File: src/rtl/ps2_keyboard_ctrl.sv
// ps2_keyboard_ctrl
//   PS/2 keyboard front end feeding the KB_INFO word. Deserialises
//   device-to-host frames, tracks E0/F0 prefixes and shift/caps state,
//   translates set-2 scancodes to ASCII and writes one packed event word
//   per key event.
// Ports
//   clk, rst         system clock, async active-high reset
//   ps2_clk/ps2_data raw pad inputs (asynchronous)
//   kb_wraddr        write address (always 0, relative to KB_INFO)
//   kb_wrdata        event word {cnt[11:0], caps, shift, brk, ext, scan, ascii}
//   kb_we            one-cycle write strobe per event
//   frame_err        one-cycle pulse on parity/stop-bit failure
module ps2_keyboard_ctrl #(
  parameter int TIMEOUT_CYCLES = 50000,
  parameter int CNT_W          = 12
) (
  input  logic        clk,
  input  logic        rst,
  input  logic        ps2_clk,
  input  logic        ps2_data,
  output logic [31:0] kb_wraddr,
  output logic [31:0] kb_wrdata,
  output logic        kb_we,
  output logic        frame_err
);

  localparam int TO_W = $clog2(TIMEOUT_CYCLES + 1);

  typedef enum logic [1:0] {IDLE, DATA, PARITY, STOP} rx_state_t;

  // ---------------------------------------------------------------
  // Input synchronisers; reset to the idle-high line level so reset
  // release never produces a phantom falling edge.
  // ---------------------------------------------------------------
  logic [1:0] clk_sync, dat_sync;
  logic       sync_clk, sync_clk_prev, sync_data, fall;

  always_ff @(posedge clk or posedge rst) begin
    if (rst) begin
      clk_sync      <= 2'b11;
      dat_sync      <= 2'b11;
      sync_clk_prev <= 1'b1;
    end else begin
      clk_sync      <= {clk_sync[0], ps2_clk};
      dat_sync      <= {dat_sync[0], ps2_data};
      sync_clk_prev <= sync_clk;
    end
  end

  assign sync_clk  = clk_sync[1];
  assign sync_data = dat_sync[1];
  assign fall      = sync_clk_prev & ~sync_clk;

  // ---------------------------------------------------------------
  // Receiver FSM
  // ---------------------------------------------------------------
  rx_state_t       state, state_nxt;
  logic [2:0]      bit_cnt;
  logic [7:0]      rx_byte;
  logic            par_bit;
  logic [TO_W-1:0] to_cnt;
  logic            timeout, frame_ok, byte_valid;

  assign timeout  = (state != IDLE) && (to_cnt == TO_W'(TIMEOUT_CYCLES));
  // Odd parity over data+parity, and stop bit must be high.
  assign frame_ok = sync_data & (^rx_byte ^ par_bit);

  always_ff @(posedge clk or posedge rst) begin
    if (rst) state <= IDLE;
    else     state <= state_nxt;
  end

  always_comb begin
    state_nxt = state;
    if (fall) begin
      case (state)
        IDLE:    if (!sync_data) state_nxt = DATA;
        DATA:    if (bit_cnt == 3'd7) state_nxt = PARITY;
        PARITY:  state_nxt = STOP;
        STOP:    state_nxt = IDLE;
        default: state_nxt = IDLE;
      endcase
    end else if (timeout) begin
      state_nxt = IDLE;
    end
  end

  always_ff @(posedge clk or posedge rst) begin
    if (rst) begin
      bit_cnt    <= '0;
      rx_byte    <= '0;
      par_bit    <= 1'b0;
      to_cnt     <= '0;
      byte_valid <= 1'b0;
      frame_err  <= 1'b0;
    end else begin
      byte_valid <= 1'b0;
      frame_err  <= 1'b0;

      // Inter-edge watchdog: only runs while a frame is in progress.
      if (state == IDLE || fall) to_cnt <= '0;
      else if (!timeout)          to_cnt <= to_cnt + 1'b1;

      if (fall) begin
        case (state)
          IDLE:   bit_cnt <= '0;
          DATA: begin
            rx_byte <= {sync_data, rx_byte[7:1]};
            bit_cnt <= bit_cnt + 3'd1;
          end
          PARITY: par_bit <= sync_data;
          STOP: begin
            byte_valid <= frame_ok;
            frame_err  <= ~frame_ok;
          end
          default: ;
        endcase
      end
    end
  end

  // ---------------------------------------------------------------
  // Decoder: prefixes, modifiers, ASCII, event word
  // ---------------------------------------------------------------
  logic             ext_pend, brk_pend;
  logic             lsh, rsh, caps, caps_held;
  logic             lsh_n, rsh_n, caps_n, caps_held_n, shift_n;
  logic [CNT_W-1:0] evt_cnt;
  logic [7:0]       ascii;
  logic [5:0]       lt;  // {hit, letter index}
  logic [4:0]       dg;  // {hit, digit value}

  function automatic logic [5:0] letter_idx(input logic [7:0] c);
    case (c)
      8'h1C: return {1'b1, 5'd0};   8'h32: return {1'b1, 5'd1};
      8'h21: return {1'b1, 5'd2};   8'h23: return {1'b1, 5'd3};
      8'h24: return {1'b1, 5'd4};   8'h2B: return {1'b1, 5'd5};
      8'h34: return {1'b1, 5'd6};   8'h33: return {1'b1, 5'd7};
      8'h43: return {1'b1, 5'd8};   8'h3B: return {1'b1, 5'd9};
      8'h42: return {1'b1, 5'd10};  8'h4B: return {1'b1, 5'd11};
      8'h3A: return {1'b1, 5'd12};  8'h31: return {1'b1, 5'd13};
      8'h44: return {1'b1, 5'd14};  8'h4D: return {1'b1, 5'd15};
      8'h15: return {1'b1, 5'd16};  8'h2D: return {1'b1, 5'd17};
      8'h1B: return {1'b1, 5'd18};  8'h2C: return {1'b1, 5'd19};
      8'h3C: return {1'b1, 5'd20};  8'h2A: return {1'b1, 5'd21};
      8'h1D: return {1'b1, 5'd22};  8'h22: return {1'b1, 5'd23};
      8'h35: return {1'b1, 5'd24};  8'h1A: return {1'b1, 5'd25};
      default: return 6'd0;
    endcase
  endfunction

  function automatic logic [4:0] digit_val(input logic [7:0] c);
    case (c)
      8'h45: return {1'b1, 4'd0};  8'h16: return {1'b1, 4'd1};
      8'h1E: return {1'b1, 4'd2};  8'h26: return {1'b1, 4'd3};
      8'h25: return {1'b1, 4'd4};  8'h2E: return {1'b1, 4'd5};
      8'h36: return {1'b1, 4'd6};  8'h3D: return {1'b1, 4'd7};
      8'h3E: return {1'b1, 4'd8};  8'h46: return {1'b1, 4'd9};
      default: return 5'd0;
    endcase
  endfunction

  assign lt = letter_idx(rx_byte);
  assign dg = digit_val(rx_byte);

  // Modifier state as it will be after this byte; the event word reports
  // post-event state, so letters see the updated shift/caps.
  always_comb begin
    lsh_n       = lsh;
    rsh_n       = rsh;
    caps_n      = caps;
    caps_held_n = caps_held;
    if (!ext_pend) begin
      case (rx_byte)
        8'h12: lsh_n = ~brk_pend;
        8'h59: rsh_n = ~brk_pend;
        8'h58: begin
          if (brk_pend) caps_held_n = 1'b0;
          else begin
            // Typematic repeats arrive while held and must not re-toggle.
            if (!caps_held) caps_n = ~caps;
            caps_held_n = 1'b1;
          end
        end
        default: ;
      endcase
    end
    shift_n = lsh_n | rsh_n;

    ascii = 8'h00;
    if (!ext_pend && !brk_pend) begin
      if (lt[5])
        ascii = (shift_n ^ caps_n) ? 8'h41 + {3'b0, lt[4:0]} : 8'h61 + {3'b0, lt[4:0]};
      else if (dg[4])
        ascii = 8'h30 + {4'b0, dg[3:0]};
      else begin
        case (rx_byte)
          8'h29:   ascii = 8'h20;
          8'h5A:   ascii = 8'h0A;
          8'h66:   ascii = 8'h08;
          default: ;
        endcase
      end
    end
  end

  always_ff @(posedge clk or posedge rst) begin
    if (rst) begin
      ext_pend  <= 1'b0;
      brk_pend  <= 1'b0;
      lsh       <= 1'b0;
      rsh       <= 1'b0;
      caps      <= 1'b0;
      caps_held <= 1'b0;
      evt_cnt   <= '0;
      kb_wrdata <= '0;
      kb_we     <= 1'b0;
    end else begin
      kb_we <= 1'b0;
      if (byte_valid) begin
        if (rx_byte == 8'hE0)      ext_pend <= 1'b1;
        else if (rx_byte == 8'hF0) brk_pend <= 1'b1;
        else begin
          lsh       <= lsh_n;
          rsh       <= rsh_n;
          caps      <= caps_n;
          caps_held <= caps_held_n;
          evt_cnt   <= evt_cnt + 1'b1;
          kb_wrdata <= {evt_cnt + 1'b1, caps_n, shift_n, brk_pend, ext_pend, rx_byte, ascii};
          kb_we     <= 1'b1;
          ext_pend  <= 1'b0;
          brk_pend  <= 1'b0;
        end
      end
    end
  end

  assign kb_wraddr = 32'h0;

endmodule

File: config.mk
export PLATFORM = sky130hd
export DESIGN_NAME = ps2_keyboard_ctrl
export DESIGN_NICKNAME = d
export VERILOG_FILES = /design/src/rtl/ps2_keyboard_ctrl.sv
export SDC_FILE = /design/constraint.sdc
export NUM_CORES = 1
export LEC_CHECK = 0
export ABC_AREA = 1
export BUFFER_PORTS_ARGS = -buffer_cell sky130_fd_sc_hd__buf_2
export CAP_MARGIN = 20
export CORE_UTILIZATION = 50
export CTS_CLUSTER_DIAMETER = 40
export DETAILED_ROUTE_END_ITERATION = 16
export GPL_TIMING_DRIVEN = 0
export PLACE_DENSITY = 0.68
export SETUP_SLACK_MARGIN = 0.3
export SLEW_MARGIN = 20
export SYNTH_ARGS = -nofsm -noshare
export SYNTH_HDL_FRONTEND = slang
export SYNTH_SLANG_ARGS = --single-unit
File: constraint.sdc
create_clock -name clk -period 4.5 [get_ports clk]
set_input_delay 0.9 -clock clk [delete_from_list [all_inputs] [get_ports clk]]
set_output_delay 0.9 -clock clk [all_outputs]
set_load 0.1 [all_outputs]
==> results of run 1 <==
sequential cells by signal (all words and copies together), names as in the netlist:
name           count
bit_cnt            3
brk_pend           1
byte_valid         1
caps_held          1
clk_sync           2
dat_sync           2
ext_pend           1
frame_err          1
kb_we              1
kb_wrdata         32
lsh                1
par_bit            1
rsh                1
rx_byte            8
state              2
sync_clk_prev      1
to_cnt            16
per-layer routing:
layer	GRT usage [%]	vias to the layer above	share of wire [%]
li1	-	1949	-
met1	27.1	1725	47
met2	33.9	121	46
met3	3.97	21	4.6
met4	7.92	0	2.1
met5	0	-	0
kinds of logic (layout without fill, tap and decap cells):
| kind of cell | count (synthesis) | in the layout | synth area share (%) |
|---|---|---|---|
| xor gates and xnor gates | 18 | 18 | 3.51 |
| other | 1 | 32 | 0.0834 |
| buffers and inverters | 114 | 168 | 12.6 |
| adders and majority gates | 27 | 27 | 7.52 |
| and+or+nand+nor | 252 | 252 | 23.7 |
| DFF | 75 | 75 | 41.9 |
| AOI/OAI and AO/OA | 88 | 88 | 10.7 |
cells in the final DEF, fill, tap and decap left out, types with 3 or more instances in the layout:
master	n
nand3_1	32
nand2_1	147
dfstp_2	5
ha_1	27
a31oi_1	5
buf_2	39
xnor2_1	5
nand4_1	14
conb_1	32
nor3_1	5
nor2_1	46
a21oi_1	23
inv_1	65
xor2_1	13
clkbuf_1	8
clkbuf_8	9
buf_4	34
dfrtp_1	70
o211ai_1	3
o21ai_0	50
power by group through the flow:
stage | registers [W] | clock network [W] | logic (W)
2_1_floorplan | 0.000766 | 0 | 0.000466
3_3_place_gp | 0.000750 | 0 | 0.000576
3_5_place_dp | 0.000752 | 0 | 0.000583
4_1_cts | 0.000739 | 0.000579 | 0.000586
5_1_grt | 0.000747 | 0.000608 | 0.000655
6_report | 0.000739 | 0.000567 | 0.000590
final timing paths:
kind	start	to	slack [ns]	depth (start not counted)
setup / recovery	rx_byte[5]	kb_wrdata[1]	1.96	13
hold / removal	clk_sync[0]	clk_sync[1]	0.36	0
setup reg to reg	rx_byte[5]	kb_wrdata[1]	1.96	13
hold reg to reg	clk_sync[0]	clk_sync[1]	0.36	0
max in group asynchronous	rst	clk_sync[1]	3.34	3
min in group asynchronous	rst	kb_wrdata[26]	0.54	2
per-stage QoR:
step	util (%)	hold WS [ns]	cell area (um^2)
2_1_floorplan	-	0.345	4610
3_3_place_gp	56.5	0.347	4930
3_5_place_dp	56.9	0.348	4960
4_1_cts	59.4	0.360	5180
5_1_grt	59.4	0.361	5180
6_report	59.4	0.357	5180
synth_stat cells (all sizes together) (7+ instances only):
library cell	instances
nand2	148
dfrtp	70
inv	67
o21ai	52
nor2	48
buf	37
nand3	32
ha	27
a21oi	25
nand4	14
xor2	13
clkbuf	8
nor3	7
layout make-up:
type	instances	area, um^2
inverter	69	262
fill	832	3540
clock buffer	10	128
tap	108	135
clock inverter	6	90.1
multi-input combinational	417	2160
sequential	75	1880
timing repair buffer	38	213
buffer	45	308
==> flow_summary.ini, run 1 <==
[power_and_ir_drop]
p_int_w = 0.00118
p_sw_w = 0.000714
swShare_pct = 37.7
p_leak_nw = 2.77
power_density_nw_per_um2 = 366
report.power.total_w = 0.00190
vdd_ir_drop_max_mv = 0.237
p_comb_share_pct = 31.1
p_seq_share_pct = 39.0
clockPowerShare_pct = 29.9

[sta]
hold_viol_final = 0
fin_crit_sh_pct = 56.4
period_needed_ns = 2.54
setup_viol = 0
tns_ns = 0
fin_skew_ns = 0.0175
slew_viol_final = 0
fmax_ghz = 0.394
rsz0062_at_grt = no
tightest_slew_ns = 0.543
setup_slack_ns = 1.96
max-slew-margin-rel_pct = 63.8

[floorplanning]
num_rows = 34
fp.dieH_um = 96.8
die_area_um2 = 9370
floorplan.initialDensity_pct = 51.5
fp.dieW_um = 96.8
core_area_um2 = 8720
ios = 70

[worst_hold_path]
hold_class = reg -> reg

[critical_path]
crit_arrival_ns = 2.77
slowest_stage = dfrtp_1
critPathMaxFanout = 10
cp_cell_sequence = buf_2, clkinv_1, ha_1, nand2_1, inv_1, o21ai_0, nand4_1, nor2_1, inv_1, nor2_1, o21ai_0, nand3b_1, nand2_1
cp-start-kind = register
path_buf_inv = 4
cp_top_family = buffers and inverters
end_kind = register
critPathMaxStageDelay_ns = 0.37
critPathRequiredTime_ns = 4.73
critical_path_class = reg -> reg

[grt]
grt_pass1_vias = 3565
track_usage_pct = 20.7
grt-ovfl-total = 0
grt_pass1_wl_um = 16100
grt_max_degree = 46
antenna_found_initial = 0

[yosys]
synth_ff_type = dfrtp_1
yosys_warnings = 0
ys_types = 35
synthTopCellsByArea = dfrtp_1, nand2_1, ha_1, buf_4, o21ai_0
syn_avg_cell_area_um2 = 7.82
yosysTopAreaCell = dfrtp_1
synthesis.instances = 575
synth-seq-cells = 75
netlist.area_leader.share_pct = 39.0
async_flop_share_pct = 100
synth_seq_area_share_pct = 41.9
synth-edff-count = 0
syn-cell-area_um2 = 4490

[cells_and_area]
fin_cells = 768
drive_above_1_share_pct = 16.2
antenna_cells = 0
syn_to_final_growth_pct = 15.2
nets = 686

[clock_network]
cts.repair.resized = 0
cts_buffers = 9
clock_path_buffers = 2
clk-insertion-delay-late_ns = 0.35
ctsHoldBuffers = 0
htreeDepth = 3
cts-root-buf = clkbuf_8
cts_setup_buffers = 0
cts_tree = yes
cts_sinks = 75
clk_pin_slew_ns = 0.08

[drt]
viasPerCell = 4.97
ant_nets = 0
firstDrtPassIters = 8
drt_iter0_drc = 258
drc = 0
wl_per_cell_um = 12.0
routed_wl_um = 9250
num_vias = 3816

[outcome]
status = complete, no violations

[placed_design]
dp_hpwl_um = 6960
portBuffers = 37
dp_cells = 752
gp_congestion = 0.885
preCtsSetupSlack_ns = 1.98

[run]
maxCapViolations = 0
Power figures use the tool's default switching activity.
==> run 2: changes to the inputs <==
Clock period 4.5 ns to 2.5 ns, I/O delays scaled along.
==> flow_summary.ini, run 2 (synthesis gave the netlist of run 1 again) <==
[outcome]
status = complete, no violations

[critical_path]
cp_cell_sequence = clkinvlp_4, ha_1, nand2_2, nand2_1, nor2_1, nor2_1, nand2_1, nand2_1, nand2_1, nand2_1, inv_2, ha_4, nand4_1, buf_4, nor2_1, o21ai_1
critPathMaxStageDelay_ns = 0.40
critPathRequiredTime_ns = 2.75
crit_arrival_ns = 2.34
r2r_setup_slack_ns = 0.40
critical_path_class = reg -> reg
cp-start-kind = register
critPathMaxFanout = 3
end_kind = register
crit_path_frequent_cell = nand2_1
slowest_stage = dfrtp_2

[clock_network]
clk-insertion-delay-late_ns = 0.36
clk_pin_slew_ns = 0.08
cts-root-buf = clkbuf_8
cts_buffers = 9
htreeDepth = 3
clock_path_buffers = 2
cts_tree = yes
cts_sinks = 75

[sta]
hold_viol_final = 0
setup_viol = 0
hold_ws_ns = 0.0812
fmax_ghz = 0.476
slew_viol_final = 0
rsz0062_at_grt = yes
fin_skew_ns = 0.0130
fin_crit_sh_pct = 84.0
period_needed_ns = 2.10

[cells_and_area]
nFillCells = 770
nets = 703
final_common_cell = nand2_1
syn_to_final_growth_pct = 22.7
post-route-util_pct = 63.2
drive_above_1_share_pct = 23.5
largest_reg_flops = 32
top_register = kb_wrdata
top_regs = kb_wrdata: 32 flops, to_cnt: 16 flops, rx_byte: 8 flops
layout_common_cells = nand2_1, dfrtp_1, inv_1
finalInstanceArea_um2 = 5510
antenna_cells = 0

[floorplanning]
floorplan.initialDensity_pct = 51.5
ios = 70
num_rows = 34
die_area_um2 = 9370
core_area_um2 = 8720
fp.dieH_um = 96.8
fp.dieW_um = 96.8

[grt]
grt_pass1_wl_um = 16800
grt-ovfl-total = 0
antenna_found_initial = 0
track_usage_pct = 21.7
grt_pass1_vias = 3615
grt_max_degree = 30

[power_and_ir_drop]
p_leak_nw = 2.90
vdd_ir_drop_max_mv = 0.424
report.power.total_w = 0.00360
power_density_nw_per_um2 = 654

[drt]
num_vias = 3904
viasPerCell = 4.97
firstDrtPassIters = 5
routed_wl_um = 9850
ant_nets = 0
wl_per_cell_um = 12.5
drt_iter0_drc = 225
drc = 0

[placed_design]
portBuffers = 37
dp_hpwl_um = 7330
gp_congestion = 0.901
post_dp_cell_area_um2 = 5010

[worst_hold_path]
hold_class = in -> async

[run]
maxCapViolations = 0
-- run 2: changes by cell type in the layout (fill, tap and decap cells not counted), sizes merged --
cell / change
inv: -3
clkbuf: -1
bufinv: +1
buf: +18
clkinv: -1
clkinvlp: +3
-- run 2: layout make-up --
type	instances	area [um^2]	share of cell area [%]
timing repair buffer	55	373	6.76
clock buffer	10	128	2.31
inverter	69	283	5.13
buffer	45	320	5.81
multi-input combinational	417	2270	41.2
sequential	75	1890	34.2
clock inverter	6	115	2.09
tap	108	135	2.45
-- run 2: critical path: cells and delay by family (launching register included) --
kind	cells	cell delay, ns
flops	1	0.40
buf+inv	3	0.37
simple gates	10	0.71
compound gates	1	0.06
fa+ha+maj	2	0.44
-- run 2: final timing paths --
path                                  start             to  cells after the start
worst max-delay path             rx_byte[2]   kb_wrdata[6]                     16
max in group asynchronous               rst  kb_wrdata[16]                      5
worst min register to register  clk_sync[0]    clk_sync[1]                      0
worst min-delay path                    rst      to_cnt[5]                      2
min in group clk                    ps2_clk    clk_sync[0]                      1
worst max register to register   rx_byte[2]   kb_wrdata[6]                     16
-- run 2: what timing repair did --
action / in CTS / in global routing
endpoints found under the setup margin: 19 / 27
pin swaps: 2 / 9
hold endpoints to repair: 0 / 0
cloned: 0 / 0
resized for setup: 18 / 36
hold buffers: 0 / 0
buffers inserted: 4 / 11
-- run 2: per-layer routing --
layer / up-vias / part of all wire [%] / global-route usage (%)
met4: 0 / 1.9 / 6.89
li1: 1978 / - / -
met5: - / 0 / 0
met2: 113 / 47 / 35.5
met3: 20 / 4.5 / 4.55
met1: 1793 / 46 / 28.7
-- run 2: power by group --
part | switching (W) | internal (W)
clock | 0.000455 | 0.000666
sequential | 0.0000637 | 0.00127
combinational | 0.000809 | 0.000336
total | 0.00133 | 0.00228
-- run 2: metrics by stage --
| stage | setup TNS, ns | instances | worst slack (ns) |
|---|---|---|---|
| final | 0 | 785 | 0.401 |
| after global routing | 0 | 785 | 0.254 |
| after CTS | 0 | 774 | 0.300 |
| after detailed placement | -0.173 | 754 | -0.0740 |
| after global placement | -0.0666 | 751 | -0.0351 |
| after floorplan | 0 | 606 | 0.429 |
==> run 3: changes to the inputs <==
Clock period 2.5 ns to 2.1 ns, I/O delays scaled along.
==> flow_summary.ini, run 3 (synthesis gave the netlist of run 1 again) <==
[run]
maxCapViolations = 0

[clock_network]
htreeDepth = 3
cts_sinks = 75
ctsHoldBuffers = 0
cts_buffers = 9
cts-root-buf = clkbuf_8
clk_pin_slew_ns = 0.08
clock_path_buffers = 2
cts_tree = yes
clk-insertion-delay-late_ns = 0.35

[floorplanning]
die_area_um2 = 9370
fp.dieH_um = 96.8
fp.dieW_um = 96.8
core_area_um2 = 8720
ios = 70
floorplan.initialDensity_pct = 51.5
num_rows = 34

[placed_design]
portBuffers = 37
dp_cells = 753
gp_congestion = 0.874
post_dp_cell_area_um2 = 5080
dp_hpwl_um = 7400
preCtsSetupSlack_ns = -0.124

[drt]
drc = 0
ant_nets = 0
viasPerCell = 5.02
firstDrtPassIters = 4
wl_per_cell_um = 13.6
routed_wl_um = 11100
num_vias = 4100
drt_iter0_drc = 218

[power_and_ir_drop]
power_density_nw_per_um2 = 720
vdd_ir_drop_max_mv = 0.498
p_leak_nw = 3.16

[cells_and_area]
largest_reg_flops = 32
top_regs = kb_wrdata: 32 flops, to_cnt: 16 flops, rx_byte: 8 flops
antenna_cells = 0
nFillCells = 665
finalInstanceArea_um2 = 6150
layout_common_cells = nand2_1, buf_4, dfrtp_1
fin_cells = 816
drive_above_1_share_pct = 35.7
syn_to_final_growth_pct = 36.7
nets = 734
final_common_cell = nand2_1
post-route-util_pct = 70.5
top_register = kb_wrdata

[critical_path]
path_buf_inv = 5
cp_cell_sequence = clkbuf_8, inv_4, buf_8, ha_4, nand2_4, nor2_4, nor3_4, inv_2, buf_12, nor2_4, nand2_4, a21oi_1, nand2_1, nand2_1
end_kind = register
cp-start-kind = register
critPathMaxStageDelay_ns = 0.38
r2r_cells = 14
slowest_stage = dfrtp_1
r2r_setup_slack_ns = 0.007
cp_top_family = simple AND/OR/NAND/NOR gates
critPathLaunch = rx_byte[3]
critPathMaxFanout = 4
crit_arrival_ns = 2.38
critical_path_class = reg -> reg
critPathRequiredTime_ns = 2.39
r2r-start = rx_byte[3]
r2r-end = kb_wrdata[2]

[worst_hold_path]
hold_class = in -> async

[sta]
fin_skew_ns = 0.0104
fmax_ghz = 0.478
hold_viol_final = 0
rsz0062_at_grt = yes
fin_crit_sh_pct = 99.7
slew_viol_final = 0
setup_viol = 0
setup_slack_ns = 0.00652
period_needed_ns = 2.09
hold_ws_ns = 0.0801

[grt]
grt_pass1_vias = 3862
track_usage_pct = 22.9
grt-ovfl-total = 0
grt_max_degree = 33
grt_pass1_wl_um = 17600
antenna_found_initial = 0

[outcome]
status = complete, no violations
run 3: cell count changes in the layout (fill, tap and decap cells not counted), sizes merged:
cell      change
clkinvlp      -2
buf          +32
clkbuf        +1
inv           +2
bufinv        -2
run 3: how the worst max path moves through the flow:
stage / slack (ns) / endpoint / cells after the start
floorplan: 0.14 / kb_wrdata[30] / 12
global placement: -0.13 / kb_wrdata[4] / 16
detailed placement: -0.12 / kb_wrdata[4] / 16
CTS: 0.08 / kb_wrdata[4] / 17
global route: -0.10 / kb_wrdata[2] / 14
finish: 0.007 / kb_wrdata[2] / 14
run 3: stage by stage:
stage | power (W) | setup TNS (ns)
3_3_place_gp | 0.00289 | -0.463
5_1_grt | 0.00466 | -0.599
4_1_cts | 0.00425 | 0
3_5_place_dp | 0.00292 | -0.731
6_report | 0.00443 | 0
2_1_floorplan | 0.00266 | 0
run 3: power by group:
| part | internal, W | switching [W] | total [W] |
|---|---|---|---|
| clock | 0.000583 | 0.000532 | 0.00111 |
| combinational | 0.000598 | 0.00113 | 0.00173 |
| sequential | 0.00152 | 0.0000620 | 0.00158 |
run 3: area by class of cell:
cell class	count	area (um^2)	area share, %
clock inverters	4	51.3	0.835
well taps	108	135	2.20
repair buffers	86	657	10.7
flip-flops and latches	75	1890	30.8
plain buffers	45	383	6.23
multi-input cells	417	2590	42.2
clock buffers	12	145	2.36
inverters	69	288	4.68
run 3: what timing repair did:
item | 4_1_cts | 5_1_grt
setup buffers | 30 | 15
pin swaps | 22 | 38
cloned | 0 | 2
setup endpoints to repair | 37 | 43
resized for setup | 77 | 75
run 3: routing by layer:
metal  vias to the layer above  wire (um)  GRT usage, %
met5                         -          0             0
met4                         0        231          8.27
met3                        26        478          4.99
met1                      1926       4790          29.3
met2                       112       5580          38.4
li1                       2036          -             -
